### config.mk
export PLATFORM = sky130hd
export DESIGN_NAME = ysyx_23060025_lsu
export DESIGN_NICKNAME = d
export VERILOG_FILES = /design/src/rtl/ysyx_23060025_lsu_pkg.sv /design/src/rtl/ysyx_23060025_lsu_align.sv /design/src/rtl/ysyx_23060025_lsu.sv
export SDC_FILE = /design/constraint.sdc
export NUM_CORES = 1
export LEC_CHECK = 0
export ABC_AREA = 1
export BUFFER_PORTS_ARGS = -buffer_cell sky130_fd_sc_hd__buf_2
export CORE_ASPECT_RATIO = 1.1
export CORE_MARGIN = 3
export CORE_UTILIZATION = 45
export CTS_BUF_LIST = sky130_fd_sc_hd__clkbuf_4
export CTS_CLUSTER_DIAMETER = 80
export CTS_CLUSTER_SIZE = 12
export DETAILED_ROUTE_END_ITERATION = 7
export GPL_TIMING_DRIVEN = 0
export PLACE_DENSITY = 0.77
export SLEW_MARGIN = 20
export SYNTH_ARGS = -nofsm -noshare
export SYNTH_HDL_FRONTEND = slang
export SYNTH_SLANG_ARGS = --single-unit
### constraint.sdc
create_clock -name clock -period 4.5 [get_ports clock]
set_clock_uncertainty 0.05 [all_clocks]
set_input_delay 0.45 -clock clock [delete_from_list [all_inputs] [get_ports clock]]
set_output_delay 0.45 -clock clock [all_outputs]
set_load 0.1 [all_outputs]
### src/rtl/ysyx_23060025_lsu_pkg.sv
// ---------------------------------------------------------------------------
// ysyx_23060025_lsu_pkg
// Shared constants for the load/store unit:
//   - RV32 funct3 encodings for loads and stores
//   - LSU FSM state encoding
//   - store_strb_base(): byte-enable pattern for an aligned store of a given
//     size, before shifting into the addressed lanes
// ---------------------------------------------------------------------------
package ysyx_23060025_lsu_pkg;

  // Load funct3 encodings
  localparam logic [2:0] FUNCT3_LB  = 3'b000;
  localparam logic [2:0] FUNCT3_LH  = 3'b001;
  localparam logic [2:0] FUNCT3_LW  = 3'b010;
  localparam logic [2:0] FUNCT3_LBU = 3'b100;
  localparam logic [2:0] FUNCT3_LHU = 3'b101;

  // Store funct3 encodings
  localparam logic [2:0] FUNCT3_SB  = 3'b000;
  localparam logic [2:0] FUNCT3_SH  = 3'b001;
  localparam logic [2:0] FUNCT3_SW  = 3'b010;

  typedef enum logic [2:0] {
    LSU_IDLE  = 3'd0,
    LSU_RADDR = 3'd1,
    LSU_RDATA = 3'd2,
    LSU_WRITE = 3'd3,
    LSU_WRESP = 3'd4,
    LSU_DONE  = 3'd5
  } lsu_state_e;

  // Unknown store sizes fall back to a full word.
  function automatic logic [3:0] store_strb_base(input logic [2:0] funct3);
    case (funct3)
      FUNCT3_SB: store_strb_base = 4'b0001;
      FUNCT3_SH: store_strb_base = 4'b0011;
      default:   store_strb_base = 4'b1111;
    endcase
  endfunction

endpackage

### src/rtl/ysyx_23060025_lsu_align.sv
// ---------------------------------------------------------------------------
// ysyx_23060025_lsu_align  (purely combinational)
// Load side : picks the byte/half/word out of the read beat using the
//             captured address offset and sign/zero-extends it.
// Store side: builds the write strobe and replicates the store data into
//             every lane so the addressed lanes carry the right bytes.
// Ports:
//   ld_offset_i/ld_type_i/rdata_i -> load_data_o
//   st_offset_i/st_type_i/store_data_i -> wstrb_o, wdata_o
// ---------------------------------------------------------------------------
module ysyx_23060025_lsu_align
  import ysyx_23060025_lsu_pkg::*;
#(
  parameter int DATA_LEN = 32
) (
  input  logic [1:0]          ld_offset_i,
  input  logic [2:0]          ld_type_i,
  input  logic [DATA_LEN-1:0] rdata_i,
  output logic [DATA_LEN-1:0] load_data_o,
  input  logic [1:0]          st_offset_i,
  input  logic [2:0]          st_type_i,
  input  logic [DATA_LEN-1:0] store_data_i,
  output logic [3:0]          wstrb_o,
  output logic [DATA_LEN-1:0] wdata_o
);

  logic [DATA_LEN-1:0] shifted;

  // Bring the addressed byte down to lane 0.
  assign shifted = rdata_i >> {ld_offset_i, 3'b000};

  always_comb begin
    case (ld_type_i)
      FUNCT3_LB:  load_data_o = {{(DATA_LEN-8){shifted[7]}}, shifted[7:0]};
      FUNCT3_LH:  load_data_o = {{(DATA_LEN-16){shifted[15]}}, shifted[15:0]};
      FUNCT3_LBU: load_data_o = {{(DATA_LEN-8){1'b0}}, shifted[7:0]};
      FUNCT3_LHU: load_data_o = {{(DATA_LEN-16){1'b0}}, shifted[15:0]};
      default:    load_data_o = rdata_i;
    endcase
  end

  always_comb begin
    case (st_type_i)
      FUNCT3_SB: wdata_o = {(DATA_LEN/8){store_data_i[7:0]}};
      FUNCT3_SH: wdata_o = {(DATA_LEN/16){store_data_i[15:0]}};
      default:   wdata_o = store_data_i;
    endcase
  end

  assign wstrb_o = store_strb_base(st_type_i) << st_offset_i;

endmodule

### src/rtl/ysyx_23060025_lsu.sv
// ---------------------------------------------------------------------------
// ysyx_23060025_lsu
// Load/store unit between EXU and WBU, mastering an AXI4-Lite bus.
//   EXU side : exu_valid_i / lsu_ready_o, op payload and pass-through fields
//   WBU side : lsu_valid_o / wbu_ready_i, reg_wdata_o and registered
//              pass-through outputs (wd_o, wreg_o, csr_*_o, ebreak_flag_o)
//   AXI side : AR/R channels for loads, AW/W/B channels for stores
// Clock `clock`, asynchronous active-low reset `reset`.
// ---------------------------------------------------------------------------
module ysyx_23060025_lsu
  import ysyx_23060025_lsu_pkg::*;
#(
  parameter int DATA_LEN = 32,
  parameter int ADDR_LEN = 32
) (
  input  logic                clock,
  input  logic                reset,
  // EXU -> LSU
  input  logic                exu_valid_i,
  output logic                lsu_ready_o,
  input  logic                mem_en_i,
  input  logic                mem_wen_i,
  input  logic [2:0]          mem_type_i,
  input  logic [ADDR_LEN-1:0] alu_result_i,
  input  logic [DATA_LEN-1:0] store_data_i,
  input  logic                wd_i,
  input  logic [4:0]          wreg_i,
  input  logic [DATA_LEN-1:0] csr_wdata_i,
  input  logic [2:0]          csr_type_i,
  input  logic [11:0]         csr_waddr_i,
  input  logic                ebreak_flag_i,
  // LSU -> WBU
  output logic                lsu_valid_o,
  input  logic                wbu_ready_i,
  output logic [DATA_LEN-1:0] reg_wdata_o,
  output logic                wd_o,
  output logic [4:0]          wreg_o,
  output logic [DATA_LEN-1:0] csr_wdata_o,
  output logic [2:0]          csr_type_o,
  output logic [11:0]         csr_waddr_o,
  output logic                ebreak_flag_o,
  // AXI4-Lite read
  output logic [ADDR_LEN-1:0] araddr_o,
  output logic                arvalid_o,
  input  logic                arready_i,
  input  logic [DATA_LEN-1:0] rdata_i,
  input  logic [1:0]          rresp_i,
  input  logic                rvalid_i,
  output logic                rready_o,
  // AXI4-Lite write
  output logic [ADDR_LEN-1:0] awaddr_o,
  output logic                awvalid_o,
  input  logic                awready_i,
  output logic [DATA_LEN-1:0] wdata_o,
  output logic [3:0]          wstrb_o,
  output logic                wvalid_o,
  input  logic                wready_i,
  input  logic [1:0]          bresp_i,
  input  logic                bvalid_i,
  output logic                bready_o
);

  lsu_state_e          state_q, state_d;
  logic                arvalid_q, arvalid_d;
  logic                rready_q, rready_d;
  logic                awvalid_q, awvalid_d;
  logic                wvalid_q, wvalid_d;
  logic                bready_q, bready_d;
  logic                lsu_valid_q, lsu_valid_d;

  logic [ADDR_LEN-1:0] addr_q, addr_d;
  logic [2:0]          mem_type_q, mem_type_d;
  logic [DATA_LEN-1:0] wdata_q, wdata_d;
  logic [3:0]          wstrb_q, wstrb_d;
  logic [DATA_LEN-1:0] reg_wdata_q, reg_wdata_d;
  logic                wd_q, wd_d;
  logic [4:0]          wreg_q, wreg_d;
  logic [DATA_LEN-1:0] csr_wdata_q, csr_wdata_d;
  logic [2:0]          csr_type_q, csr_type_d;
  logic [11:0]         csr_waddr_q, csr_waddr_d;
  logic                ebreak_q, ebreak_d;

  logic                accept;
  logic                is_store;
  logic [DATA_LEN-1:0] load_data;
  logic [DATA_LEN-1:0] st_wdata;
  logic [3:0]          st_wstrb;
  logic                unused_resp;

  // Error responses are deliberately ignored; the access still completes.
  assign unused_resp = ^{rresp_i, bresp_i};

  // Ready is gated by reset so it reads 0 while reset is held and 1 in the
  // very first cycle after release, without waiting for a clock edge.
  assign lsu_ready_o = reset & (state_q == LSU_IDLE);
  assign accept      = exu_valid_i & lsu_ready_o;
  assign is_store    = mem_en_i & mem_wen_i;

  // Store lanes are built from the live inputs so they can be registered at
  // accept; load extension uses the captured address and type.
  ysyx_23060025_lsu_align #(
    .DATA_LEN(DATA_LEN)
  ) u_align (
    .ld_offset_i (addr_q[1:0]),
    .ld_type_i   (mem_type_q),
    .rdata_i     (rdata_i),
    .load_data_o (load_data),
    .st_offset_i (alu_result_i[1:0]),
    .st_type_i   (mem_type_i),
    .store_data_i(store_data_i),
    .wstrb_o     (st_wstrb),
    .wdata_o     (st_wdata)
  );

  always_comb begin
    state_d     = state_q;
    arvalid_d   = arvalid_q;
    rready_d    = rready_q;
    awvalid_d   = awvalid_q;
    wvalid_d    = wvalid_q;
    bready_d    = bready_q;
    lsu_valid_d = lsu_valid_q;
    addr_d      = addr_q;
    mem_type_d  = mem_type_q;
    wdata_d     = wdata_q;
    wstrb_d     = wstrb_q;
    reg_wdata_d = reg_wdata_q;
    wd_d        = wd_q;
    wreg_d      = wreg_q;
    csr_wdata_d = csr_wdata_q;
    csr_type_d  = csr_type_q;
    csr_waddr_d = csr_waddr_q;
    ebreak_d    = ebreak_q;

    case (state_q)
      LSU_IDLE: begin
        if (accept) begin
          addr_d      = alu_result_i;
          mem_type_d  = mem_type_i;
          wdata_d     = is_store ? st_wdata : '0;
          wstrb_d     = is_store ? st_wstrb : 4'b0000;
          reg_wdata_d = DATA_LEN'(alu_result_i);
          wd_d        = wd_i & ~is_store;
          wreg_d      = wreg_i;
          csr_wdata_d = csr_wdata_i;
          csr_type_d  = csr_type_i;
          csr_waddr_d = csr_waddr_i;
          ebreak_d    = ebreak_flag_i;
          if (!mem_en_i) begin
            state_d     = LSU_DONE;
            lsu_valid_d = 1'b1;
          end else if (mem_wen_i) begin
            state_d   = LSU_WRITE;
            awvalid_d = 1'b1;
            wvalid_d  = 1'b1;
          end else begin
            state_d   = LSU_RADDR;
            arvalid_d = 1'b1;
          end
        end
      end
      LSU_RADDR: begin
        if (arready_i) begin
          arvalid_d = 1'b0;
          rready_d  = 1'b1;
          state_d   = LSU_RDATA;
        end
      end
      LSU_RDATA: begin
        if (rvalid_i) begin
          rready_d    = 1'b0;
          reg_wdata_d = load_data;
          lsu_valid_d = 1'b1;
          state_d     = LSU_DONE;
        end
      end
      LSU_WRITE: begin
        // AW and W retire independently; move on once neither is pending.
        awvalid_d = awvalid_q & ~awready_i;
        wvalid_d  = wvalid_q & ~wready_i;
        if (!awvalid_d && !wvalid_d) begin
          bready_d = 1'b1;
          state_d  = LSU_WRESP;
        end
      end
      LSU_WRESP: begin
        if (bvalid_i) begin
          bready_d    = 1'b0;
          lsu_valid_d = 1'b1;
          state_d     = LSU_DONE;
        end
      end
      LSU_DONE: begin
        if (wbu_ready_i) begin
          lsu_valid_d = 1'b0;
          state_d     = LSU_IDLE;
        end
      end
      default: begin
        state_d     = LSU_IDLE;
        arvalid_d   = 1'b0;
        rready_d    = 1'b0;
        awvalid_d   = 1'b0;
        wvalid_d    = 1'b0;
        bready_d    = 1'b0;
        lsu_valid_d = 1'b0;
      end
    endcase
  end

  always_ff @(posedge clock or negedge reset) begin
    if (!reset) begin
      state_q     <= LSU_IDLE;
      arvalid_q   <= 1'b0;
      rready_q    <= 1'b0;
      awvalid_q   <= 1'b0;
      wvalid_q    <= 1'b0;
      bready_q    <= 1'b0;
      lsu_valid_q <= 1'b0;
      addr_q      <= '0;
      mem_type_q  <= 3'b000;
      wdata_q     <= '0;
      wstrb_q     <= 4'b0000;
      reg_wdata_q <= '0;
      wd_q        <= 1'b0;
      wreg_q      <= 5'd0;
      csr_wdata_q <= '0;
      csr_type_q  <= 3'b000;
      csr_waddr_q <= 12'h000;
      ebreak_q    <= 1'b0;
    end else begin
      state_q     <= state_d;
      arvalid_q   <= arvalid_d;
      rready_q    <= rready_d;
      awvalid_q   <= awvalid_d;
      wvalid_q    <= wvalid_d;
      bready_q    <= bready_d;
      lsu_valid_q <= lsu_valid_d;
      addr_q      <= addr_d;
      mem_type_q  <= mem_type_d;
      wdata_q     <= wdata_d;
      wstrb_q     <= wstrb_d;
      reg_wdata_q <= reg_wdata_d;
      wd_q        <= wd_d;
      wreg_q      <= wreg_d;
      csr_wdata_q <= csr_wdata_d;
      csr_type_q  <= csr_type_d;
      csr_waddr_q <= csr_waddr_d;
      ebreak_q    <= ebreak_d;
    end
  end

  assign arvalid_o     = arvalid_q;
  assign rready_o      = rready_q;
  assign awvalid_o     = awvalid_q;
  assign wvalid_o      = wvalid_q;
  assign bready_o      = bready_q;
  assign lsu_valid_o   = lsu_valid_q;
  assign araddr_o      = addr_q;
  assign awaddr_o      = addr_q;
  assign wdata_o       = wdata_q;
  assign wstrb_o       = wstrb_q;
  assign reg_wdata_o   = reg_wdata_q;
  assign wd_o          = wd_q;
  assign wreg_o        = wreg_q;
  assign csr_wdata_o   = csr_wdata_q;
  assign csr_type_o    = csr_type_q;
  assign csr_waddr_o   = csr_waddr_q;
  assign ebreak_flag_o = ebreak_q;

endmodule

# ---- After elaboration in Yosys (flattened, before gate mapping)
# Index checks and enable logic that the tools add are counted.
dict set report word_totals {
  ff_bits 166
  latch_bits 0
  mem_bits_rw 0
  rom_bits 0
  inputBits 168
  word_cells 112
  mem_count 0
}
dict set report op_classes {
  addsub 0
  multipliers 0
  n_div 0
  n_lt_le_gt_ge 0
  eq_ne 19
  n_shift 2
  n_mux 39
  bitwise 14
  n_reduce_logical 20
}
# operator count
set op_table {}
lappend op_table {{one-hot mux 32 bit (2 select lines)} 2}
lappend op_table {{one-hot mux 32 bit (4 select lines)} 1}
lappend op_table {{2-to-1 mux 32 bit} 3}
lappend op_table {{right shift 32 x 5 -> 16 bit} 1}
lappend op_table {{2-to-1 mux 3 bit} 7}
lappend op_table {{inequality test 2 bit, second input constant} 10}
lappend op_table {{one-hot mux 3 bit (6 select lines)} 1}
lappend op_table {{2-to-1 mux 1 bit} 16}
lappend op_table {{OR reduction 4 bit} 4}
lappend op_table {{one-hot mux 1 bit (3 select lines)} 5}
lappend op_table {{== test 3 bit, second input constant} 4}
lappend op_table {{AND reduction 6 bit} 2}
lappend op_table {{== test 3 x 1 -> 1 bit, second input constant} 3}
lappend op_table {{logical NOT 3 bit} 3}
lappend op_table {{AND reduction 3 bit} 3}
lappend op_table {{inverter 1 bit} 8}
lappend op_table {{one-hot mux 4 bit (2 select lines)} 1}
lappend op_table {{bitwise AND 1 bit} 6}
lappend op_table {{== test 3 x 2 -> 1 bit, second input constant} 2}
lappend op_table {{one-hot mux 1 bit (5 select lines)} 1}
lappend op_table {{AND reduction 5 bit} 1}
lappend op_table {{2-to-1 mux 4 bit} 1}
lappend op_table {{AND reduction 4 bit} 1}
lappend op_table {{left shift 4 x 2 -> 4 bit} 1}
lappend op_table {{6 further kinds} 7}

# ---- Longest topological paths before layout
# Gate-level depths: netlist (run 1).
dict set report depth {
  depth_word 6
  ltp_mapped 10
  ltp_nobuf 10
}

# ---- Hierarchy
# From an unflattened synthesis (run 1), not the netlist that was laid out.
dict set report hier_totals {
  hier_cells 1144
  hier_area_um2 8812.2
}
# mod n_inst cells_each area_per_inst_um2 seq_area_each_um2
set modules_own_cells {}
lappend modules_own_cells {ysyx_23060025_lsu 1 844 7394.6 4154.0}
lappend modules_own_cells {ysyx_23060025_lsu_align 1 300 1417.6 0.0}

# ---- Worst setup path before layout (run 1)
# Ideal clock, no wire load.
dict set report synth_path {
  path_kind {register -> register}
  start {register addr_q[0], in the netlist araddr_o[0]}
  end {register reg_wdata_q[24], in the netlist reg_wdata_o[24]}
  arrival_time_ns 1.955
  path_slack_ns 2.375
  path_stages_with_launch 10
  path_buffers 0
  cell_sequence {dfrtp_1 -> inv_2 -> nand2_1 -> nand3_1 -> nand3_2 -> nand2_2 -> inv_2 -> nand2_1 -> nand2_1 -> nand2_1}
}
dict set report synth_via {
  elab_chain_cells 4
}
# item line_no
set synth_rtl {}
lappend synth_rtl {{start, declared} ysyx_23060025_lsu.sv:71} ;# logic [ADDR_LEN-1:0] addr_q, addr_d;
lappend synth_rtl {{start signal, assigned} ysyx_23060025_lsu.sv:239} ;# addr_q <= addr_d;
lappend synth_rtl {{right shift 32 x 5 -> 16 bit} ysyx_23060025_lsu_align.sv:30} ;# assign shifted = rdata_i >> {ld_offset_i, 3'b000};
lappend synth_rtl {{one-hot mux 32 bit (4 select lines)} ysyx_23060025_lsu_align.sv:33} ;# case (ld_type_i)
lappend synth_rtl {{2-to-1 mux 32 bit} ysyx_23060025_lsu.sv:170} ;# if (rvalid_i) begin
lappend synth_rtl {{one-hot mux 32 bit (2 select lines)} ysyx_23060025_lsu.sv:135} ;# case (state_q)
lappend synth_rtl {{end signal, assigned} ysyx_23060025_lsu.sv:243} ;# reg_wdata_q <= reg_wdata_d;
lappend synth_rtl {{end, declared} ysyx_23060025_lsu.sv:75} ;# logic [DATA_LEN-1:0] reg_wdata_q, reg_wdata_d;
# Every way passes these cells. The select of a mux whose other input is x is not followed.
# A chain may end at the register's enable or synchronous reset.

# ---- Final worst setup path (run 1)
dict set report layout_path {
  start {input reset}
  end {output lsu_ready_o}
}
dict set report layout_via {
  elab_chain_cells 1
}
# item line_no
set layout_rtl {}
lappend layout_rtl {{start, declared} ysyx_23060025_lsu.sv:17} ;# input logic reset,
lappend layout_rtl {{bitwise AND 1 bit} ysyx_23060025_lsu.sv:95} ;# assign lsu_ready_o = reset & (state_q == LSU_IDLE);
lappend layout_rtl {{end, declared} ysyx_23060025_lsu.sv:20} ;# output logic lsu_ready_o,
# Every way passes these cells.

==> results.yml, run 1 <==
floorplan:
  ios: 361
  coreArea_um2: 17800
  die_w_um: 134.6
  rows: 51
  die_h_um: 147.4
  start_util_pct: 45.97
  dieArea_um2: 19840
finish:
  drive_above_1_share_pct: 32.62
  nNetsFinal: 1657
  final_cell_mix: "nand2_1 (441), buf_2 (384), dfrtp_1 (166)"
  mostFrequentLayoutCell: "nand2_1"
  postLayoutCellArea_um2: 11170
  final_core_util_pct: 62.75
  area_delta_synth_final_pct: 36.49
placement:
  port_buffers: 356
  place_area_um2: 10300
  hpwl_mm: 22.50
  gp_congestion: 0.9835
  dp_slack_ns: 1.759
clocking:
  htreeDepth: 4
  cts-resized-gates: 0
  clk_pin_slew_ns: 0.14
  clock_sinks: 166
  cts_max_path_buffers: 2
  cts-root-buf: "clkbuf_4"
  cts_made_buffers: 17
  cts_tree: "done"
  clock_latency_ns: 0.58
setup_path:
  r2r_end: "reg_wdata_o[31]$_DFFE_PN0P_"
  worst_setup_path_start_kind: "input port"
  cp_num_buf_inv: 5
  crit_slowest_cell: "dlygate4sd3_1"
  reg2reg_from: "araddr_o[1]$_DFFE_PN0P_"
  crit_fanout: 93
  critPathTopFamily: "buffers and inverters"
  required_ns: 4.00
  reg2reg_depth: 9
  end_kind: "output port"
  cp.arrival_ns: 2.78
  rrSetupSlack_ns: 2.59
  crit_chain: "dlygate4sd3_1 > buf_8 > buf_16 > inv_1 > nor2_4 > buf_2"
  cpPeakStageDelay_ns: 0.56
  setup.worst_path.class: "in2out"
sta:
  worst_pin_slew_ns: 0.7074
  min_period_ns: 3.276
  max_freq_mhz: 305.3
  slew_violations: 0
  finalCritPeriodShare_pct: 72.79
  relSlewSlack_pct: 52.84
  fin_hold_ws_ns: 0.04312
  rsz0062_at_grt: "no"
  setup_violations: 0
  fin_ws_ns: 1.224
  hold_viol: 0
grt:
  grt_usage_pct: 30.44
  antenna_found_initial: 4
  grt_max_degree: 94
  gr-total-overflow: 0
  grt_pass1_wl_mm: 46.76
  grt_pass1_vias: 8739
hold_path:
  min_delay_worst_endpoint: "csr_wdata_o[2]$_DFFE_PN0P_"
  holdPathStages: 3
  min_from: "csr_wdata_i[2]"
  worstHoldPathType: "in2reg"
synthesis:
  syn_area_um2: 8184
  syn_inst: 1056
  yosysSeqAreaShare_pct: 50.76
  ys_seq_elements: 166
  syn-num-nets: 1224
  ys_warn_count: 0
  synth.distinct_cells: 30
  syn_area_per_cell_um2: 7.750
flow_run:
  maxCapViolCount: 0
route:
  vias: 8792
  drcViolationCount: 0
  wirelength_mm: 30.35
  routedWlPerCell_um: 17.42
  vias_per_cell: 5.047
  antenna_left: 0
  first_pass_iters: 5
  drt_iter0_markers: 630
run_status:
  outcome: "finished, final reports clean"
-- synthesized netlist by cell type, drive strengths merged --
| cell | number | share of area [%] |
|---|---|---|
| clkbuf | 11 | 0.50 |
| dfrtp | 166 | 51 |
| xor2 | 1 | 0.11 |
| o2111ai | 6 | 0.64 |
| inv | 76 | 3.5 |
| nor2 | 64 | 3.2 |
| nand4 | 8 | 0.61 |
| o21ai | 75 | 4.6 |
| a31oi | 1 | 0.076 |
| nor3 | 5 | 0.43 |
| buf | 76 | 6.4 |
| nand2 | 446 | 21 |
| a21oi | 69 | 4.3 |
| o211ai | 11 | 1.0 |
| o31ai | 11 | 1.3 |
| clkinv | 1 | 0.046 |
| nand3 | 29 | 1.8 |
-- state kept, by name (all words and copies together), names as in the netlist, 3 cells and up --
signal / cells
araddr_o: 32
csr_wdata_o: 32
reg_wdata_o: 32
wdata_o: 32
csr_waddr_o: 12
wreg_o: 5
wstrb_o: 4
csr_type_o: 3
mem_type_q: 3
state_q: 3
-- metrics by stage --
stage	cells	setup TNS, ns
global placement	1650	-60.31
detailed placement	1651	0
floorplan	1056	0
finish	1742	0
global route	1742	0
CTS	1738	0
-- routing by layer --
layer	track usage (%)	share of wire, %
met5	0	0.069
met4	11.41	3.4
met2	52.46	50
met3	8.203	8.0
met1	36.51	38
-- tightest hold or removal path, stage by stage --
cell	delay (ns)
buf_2	0.08
nand2_1	0.05
nand2_1	0.06
-- repair_timing --
item	in CTS	in global routing
hold endpoints to repair	146	2
setup buffers	0	0
hold buffers	55	2
-- cell families (layout without fill, tap and decap cells) --
family,count (synthesis),after routing,share of synthesized area [%]
AND/OR/NAND/NOR,552,552,26.75
AO/OA/AOI/OAI,173,173,11.94
flip-flops,166,166,50.76
buffers and inverters,164,610,10.44
XOR/XNOR,1,1,0.1070
other,0,2,0
-- worst max path at each step --
stage	start	slack (ns)	endpoint	depth (start not counted)
after floorplan	araddr_o[0]$_DFFE_PN0P_	2.38	reg_wdata_o[24]$_DFFE_PN0P_	9
after global placement	reset	-0.52	reg_wdata_o[31]$_DFFE_PN0P_	8
after detailed placement	reset	1.76	lsu_ready_o	5
after CTS	reset	1.17	lsu_ready_o	6
after global routing	reset	1.02	lsu_ready_o	6
final	reset	1.22	lsu_ready_o	6
-- layout make-up --
type	instances	area, um2
antenna	2	5.005
buffer	87	565.5
clock buffer	17	127.6
clock inverter	15	166.4
fill	1618	6633
inverter	77	289.0
multi-input combinational	726	3176
sequential	166	4154
tap	238	297.8
timing repair buffer	414	2390
Power of run 1 is left out: the tool's default activity adds up to more than one toggle a clock period on the data nets, which glitch-free logic cannot reach.
==> inputs of run 2 (changes only) <==
==> constraint.sdc (replaced) <==
create_clock -name clock -period 3.3 [get_ports clock]
set_clock_uncertainty 0.05 [all_clocks]
set_input_delay 0.33 -clock clock [delete_from_list [all_inputs] [get_ports clock]]
set_output_delay 0.33 -clock clock [all_outputs]
set_load 0.1 [all_outputs]
==> run 2 against run 1 <==
Cell area is 5.1% higher. Non-clock buffer count increased by 57. Via count up 3.7%.
==> results.yml, run 2 (synthesized netlist as in run 1, its figures left out) <==
run_status:
  outcome: "finished, final reports clean"
clocking:
  cts-root-buf: "clkbuf_4"
  clk_pin_slew_ns: 0.14
  cts_made_buffers: 17
  cts-resized-gates: 0
  clock_sinks: 166
  htreeDepth: 4
  cts_tree: "done"
  clock_latency_ns: 0.58
  cts_max_path_buffers: 2
placement:
  placed_cells_incl_taps: 1651
  port_buffers: 356
  hpwl_mm: 22.50
  gp_congestion: 0.9835
  dp_slack_ns: 0.7108
sta:
  hold_viol: 0
  worst_pin_slew_ns: 0.7095
  finalCritPeriodShare_pct: 92.30
  max_freq_mhz: 328.3
  slew_violations: 0
  fin_ws_ns: 0.2540
  fin_hold_ws_ns: 0.03390
  rsz0062_at_grt: "no"
  setup_violations: 0
  relSlewSlack_pct: 52.70
  min_period_ns: 3.046
setup_path:
  cp.depth: 6
  cp.arrival_ns: 2.67
  setup.worst_path.class: "in2out"
  crit_chain: "dlygate4sd3_1 > buf_8 > buf_16 > inv_1 > nor2_4 > buf_2"
  required_ns: 2.92
  critPathTopFamily: "buffers and inverters"
  r2r_end: "reg_wdata_o[31]$_DFFE_PN0P_"
  cpPeakStageDelay_ns: 0.56
  crit_fanout: 93
  reg2reg_depth: 9
  reg2reg_from: "araddr_o[1]$_DFFE_PN0P_"
  startpoint: "reset"
  cp_num_buf_inv: 5
  crit_slowest_cell: "dlygate4sd3_1"
  rrSetupSlack_ns: 1.38
  end_kind: "output port"
  worst_setup_path_start_kind: "input port"
  cp-endpoint: "lsu_ready_o"
floorplan:
  die_h_um: 147.4
  die_w_um: 134.6
  ios: 361
  coreArea_um2: 17800
  start_util_pct: 45.97
  dieArea_um2: 19840
  rows: 51
finish:
  drive_above_1_share_pct: 31.43
  mostFrequentLayoutCell: "nand2_1"
  seq_area_um2: 4154
  multiInputGateArea_um2: 3176
  instances_no_fill: 1799
  area_delta_synth_final_pct: 43.46
  nNetsFinal: 1714
  final_cell_mix: "nand2_1 (441), buf_2 (384), dfrtp_1 (166)"
  fill_cells: 1510
route:
  vias_per_cell: 5.067
  vias: 9115
  antenna_left: 0
  wirelength_mm: 31.67
  routedWlPerCell_um: 17.61
  drcViolationCount: 0
  first_pass_iters: 6
  drt_iter0_markers: 704
grt:
  antenna_found_initial: 3
  grt_pass1_vias: 9232
  grt_usage_pct: 31.79
  grt_max_degree: 94
  grt_pass1_wl_mm: 49.26
  gr-total-overflow: 0
flow_run:
  maxCapViolCount: 0
hold_path:
  worstHoldPathType: "in2reg"
## run 2: cell count changes in the layout (fill, tap and decap cells not counted)
| cell | delta |
|---|---|
| dlygate4sd3_1 | +57 |
## run 2: worst min path at each step
stage                            startpoint                       end  depth (start not counted)
floorplan                             reset   araddr_o[0]$_DFFE_PN0P_                          0
global placement    lsu_valid_o$_DFFE_PN0P_   lsu_valid_o$_DFFE_PN0P_                          2
detailed placement                    reset  araddr_o[14]$_DFFE_PN0P_                          1
CTS                        store_data_i[22]   wdata_o[22]$_DFFE_PN0P_                          3
global route               alu_result_i[17]  araddr_o[17]$_DFFE_PN0P_                          3
finish                     store_data_i[22]   wdata_o[22]$_DFFE_PN0P_                          3
## run 2: repair_timing
| item | 4_1_cts | 5_1_grt |
|---|---|---|
| endpoints found under the hold margin | 213 | 0 |
| hold buffers | 114 | 0 |
| buffers inserted | 0 | 0 |
## run 2: layout make-up
type | count | area share (%)
diodes | 2 | 0.04263
plain buffers | 87 | 4.817
clock buffers | 17 | 1.087
clock inverters | 15 | 1.417
inverters | 77 | 2.462
multi-input cells | 726 | 27.05
flip-flops and latches | 166 | 35.38
well taps | 238 | 2.536
repair buffers | 471 | 25.21
## run 2: tightest hold or removal path, cell delays in order
cell	delay, ns
buf_2	0.07
o211ai_1	0.08
o21ai_1	0.14
## run 2: routing by layer
| metal | global-route usage [%] | part of all wire, % | up-vias |
|---|---|---|---|
| met3 | 8.237 | 8.0 | 94 |
| met2 | 54.60 | 50 | 440 |
| met5 | 0 | 0.038 | - |
| met1 | 38.04 | 38 | 4301 |
| li1 | - | - | 4278 |
| met4 | 12.98 | 4.1 | 2 |
## run 2: metrics by stage
stage	instance area (um2)	setup TNS, ns	util [%]
5_1_grt	11740	0	65.95
2_1_floorplan	8184	0	-
3_3_place_gp	10260	-365.29	57.65
6_report	11740	0	65.95
3_5_place_dp	10300	0	57.86
4_1_cts	11740	0	65.92
Power of run 2 is left out for the same reason.
==> inputs of run 3 (changes only) <==
--- a/config.mk
+++ b/config.mk
@@ -14,9 +14,9 @@
 export CTS_CLUSTER_DIAMETER = 80
 export CTS_CLUSTER_SIZE = 12
 export DETAILED_ROUTE_END_ITERATION = 7
-export GPL_TIMING_DRIVEN = 0
-export PLACE_DENSITY = 0.77
+export PLACE_DENSITY = 0.75
 export SLEW_MARGIN = 20
 export SYNTH_ARGS = -nofsm -noshare
 export SYNTH_HDL_FRONTEND = slang
+export SYNTH_HIERARCHICAL = 1
 export SYNTH_SLANG_ARGS = --single-unit
==> run 3 against run 2 <==
Register-to-register slack got worse by 0.44 ns. Sequential share of layout area increased by 0.53 points. Cell area decreased by 1.5%. Final cell count decreased by 0.44%. Via count decreased by 3.1%. Critical endpoint unchanged.
==> results.yml, run 3 <==
finish:
  final_cell_mix: "nand2_1 (514), buf_2 (355), dfrtp_1 (166)"
  mostFrequentLayoutCell: "nand2_1"
  area_delta_synth_final_pct: 31.28
  nNetsFinal: 1696
  drive_above_1_share_pct: 30.05
route:
  vias_per_cell: 4.933
  wirelength_mm: 26.98
  first_pass_iters: 6
  routedWlPerCell_um: 15.06
  drcViolationCount: 0
  antenna_left: 0
  drt_iter0_markers: 712
  vias: 8835
placement:
  gp_congestion: 0.9638
  port_buffers: 356
  hpwl_mm: 18.37
floorplan:
  rows: 53
  dieArea_um2: 21300
  die_w_um: 139.4
  coreArea_um2: 19160
  ios: 361
  die_h_um: 152.8
  start_util_pct: 45.98
synthesis:
  ys.flop_type: "dfrtp_1"
  synth_fa_ha_area_share_pct: 0
  synthMuxAreaShare_pct: 0
  synthTopCellsByCount: "nand2_1 (514), dfrtp_1 (166), inv_1 (77)"
  ys_warn_count: 6
  synth_compound_area_share_pct: 11.96
  yosysSeqAreaShare_pct: 47.14
  synth_edf_count: 0
  synth.area.top_cells: "dfrtp_1 (47%), nand2_1 (22%), o21ai_0 (4.2%), buf_4 (4.1%), inv_1 (3.3%)"
  synth_xor_xnor_area_share_pct: 0
  syn_area_um2: 8812
  synth.distinct_cells: 31
  syn_inst: 1144
  ys_seq_elements: 166
  syn_area_per_cell_um2: 7.703
  async_reset_ff_share_pct: 100.0
  synth.most_common_cell: "nand2_1"
  syn-num-nets: 1312
  synthSimpleGateAreaFrac_pct: 28.57
  synth_top_family_by_area: "simple AND/OR/NAND/NOR gates"
  yosys.area.top_type_share_pct: 47.14
  yosys.area.top_type: "dfrtp_1"
clocking:
  cts_max_path_buffers: 2
  cts-resized-gates: 0
  clk_pin_slew_ns: 0.17
  clock_latency_ns: 0.55
  cts_made_buffers: 17
  post_cts_buffers: 0
  cts_tree: "done"
  htreeDepth: 4
  hold_buffers: 101
  cts-root-buf: "clkbuf_4"
  clock_sinks: 166
sta:
  hold_viol: 0
  relSlewSlack_pct: 41.73
  finalCritPeriodShare_pct: 73.09
  finalSetupTns_ns: 0
  min_period_ns: 2.412
  setup_violations: 0
  rsz0062_at_grt: "no"
  slew_violations: 0
  max_freq_mhz: 414.6
  worst_pin_slew_ns: 0.8741
grt:
  met3_usage_pct: 4.896
  grt_usage_pct: 25.02
  grt_pass1_vias: 8610
  grt_use_met2_pct: 42.65
  grt_use_met1_pct: 30.86
  grt_max_degree: 167
  antenna_found_initial: 2
  gr-max-usage-layer: "met2"
  gr-total-overflow: 0
  grt_pass1_wl_mm: 43.55
setup_path:
  required_ns: 2.92
  setup.worst_path.class: "reg2out"
  crit_fanout: 9
  worst_setup_path_start_kind: "flop"
  cp.arrival_ns: 2.03
  end_kind: "output port"
flow_run:
  maxCapViolCount: 0
run_status:
  outcome: "finished, final reports clean"
hold_path:
  worstHoldPathType: "in2reg"
run 3: cell types whose count changed in the layout (fill, tap and decap cells not counted), moves of 11 or more:
cell / before / now
a21oi_1: 68 / 8
nor2_1: 59 / 37
clkbuf_1: 11 / 0
dlygate4sd3_1: 114 / 101
nand2_1: 441 / 514
o21ai_1: 20 / 54
buf_2: 384 / 355
o21ai_0: 54 / 74
o21ai_2: 1 / 28
buf_4: 40 / 6
run 3: cell families after synthesis:
family                 count (synthesis)
AOI/OAI and AO/OA                    181
and+or+nand+nor                      613
buffers and inverters                184
DFF                                  166
run 3: through the flow:
step / utilization, % / cells / cell area [um2] / setup WS (ns) / hold slack, ns
2_1_floorplan: - / 1144 / 8812 / 0.8169 / -0.01559
3_3_place_gp: 53.55 / 1655 / 10260 / 0.9755 / 0.4014
3_5_place_dp: 53.55 / 1655 / 10260 / 0.9202 / 0.4096
4_1_cts: 60.33 / 1788 / 11560 / 0.8222 / 0.0003078
5_1_grt: 60.35 / 1790 / 11570 / 0.6161 / 0.03049
6_report: 60.36 / 1791 / 11570 / 0.8879 / 0.05564
run 3: final cells by class:
type / count / area, um2
clock buffer: 18 / 135.1
tap: 247 / 309.0
sequential: 166 / 4154
antenna: 3 / 7.507
multi-input combinational: 794 / 3585
timing repair buffer: 466 / 2904
clock inverter: 14 / 152.6
fill: 1681 / 7596
inverter: 83 / 321.6
run 3: layer usage:
metal  share of wire (%)  vias up  wire length (um)
met2                  50      372             13410
met5                   0        -                 0
met1                  40     4069             10690
li1                    -     4313                 -
met4                 4.1        0              1119
met3                 6.5       81              1756
run 3: worst paths after layout:
kind	from	to	slack, ns	cells past startpoint
setup reg to reg	state_q[0]$_DFFE_PN0P_	reg_wdata_o[17]$_DFFE_PN0P_	0.94	6
setup / recovery	state_q[1]$_DFFE_PN0P_	lsu_ready_o	0.89	4
min in group asynchronous	reset	csr_wdata_o[0]$_DFFE_PN0P_	0.48	3
hold reg to reg	lsu_valid_o$_DFFE_PN0P_	lsu_valid_o$_DFFE_PN0P_	0.44	2
hold / removal	store_data_i[19]	wdata_o[19]$_DFFE_PN0P_	0.06	5
max in group asynchronous	reset	reg_wdata_o[11]$_DFFE_PN0P_	2.10	3
run 3: worst max-delay path: stages, from the launching register on:
cell	delay (ns)
dfrtp_1	0.53
nor2_4	0.21
nand2_4	0.11
nor2_4	0.16
buf_2	0.46
Power of run 3 is left out for the same reason.
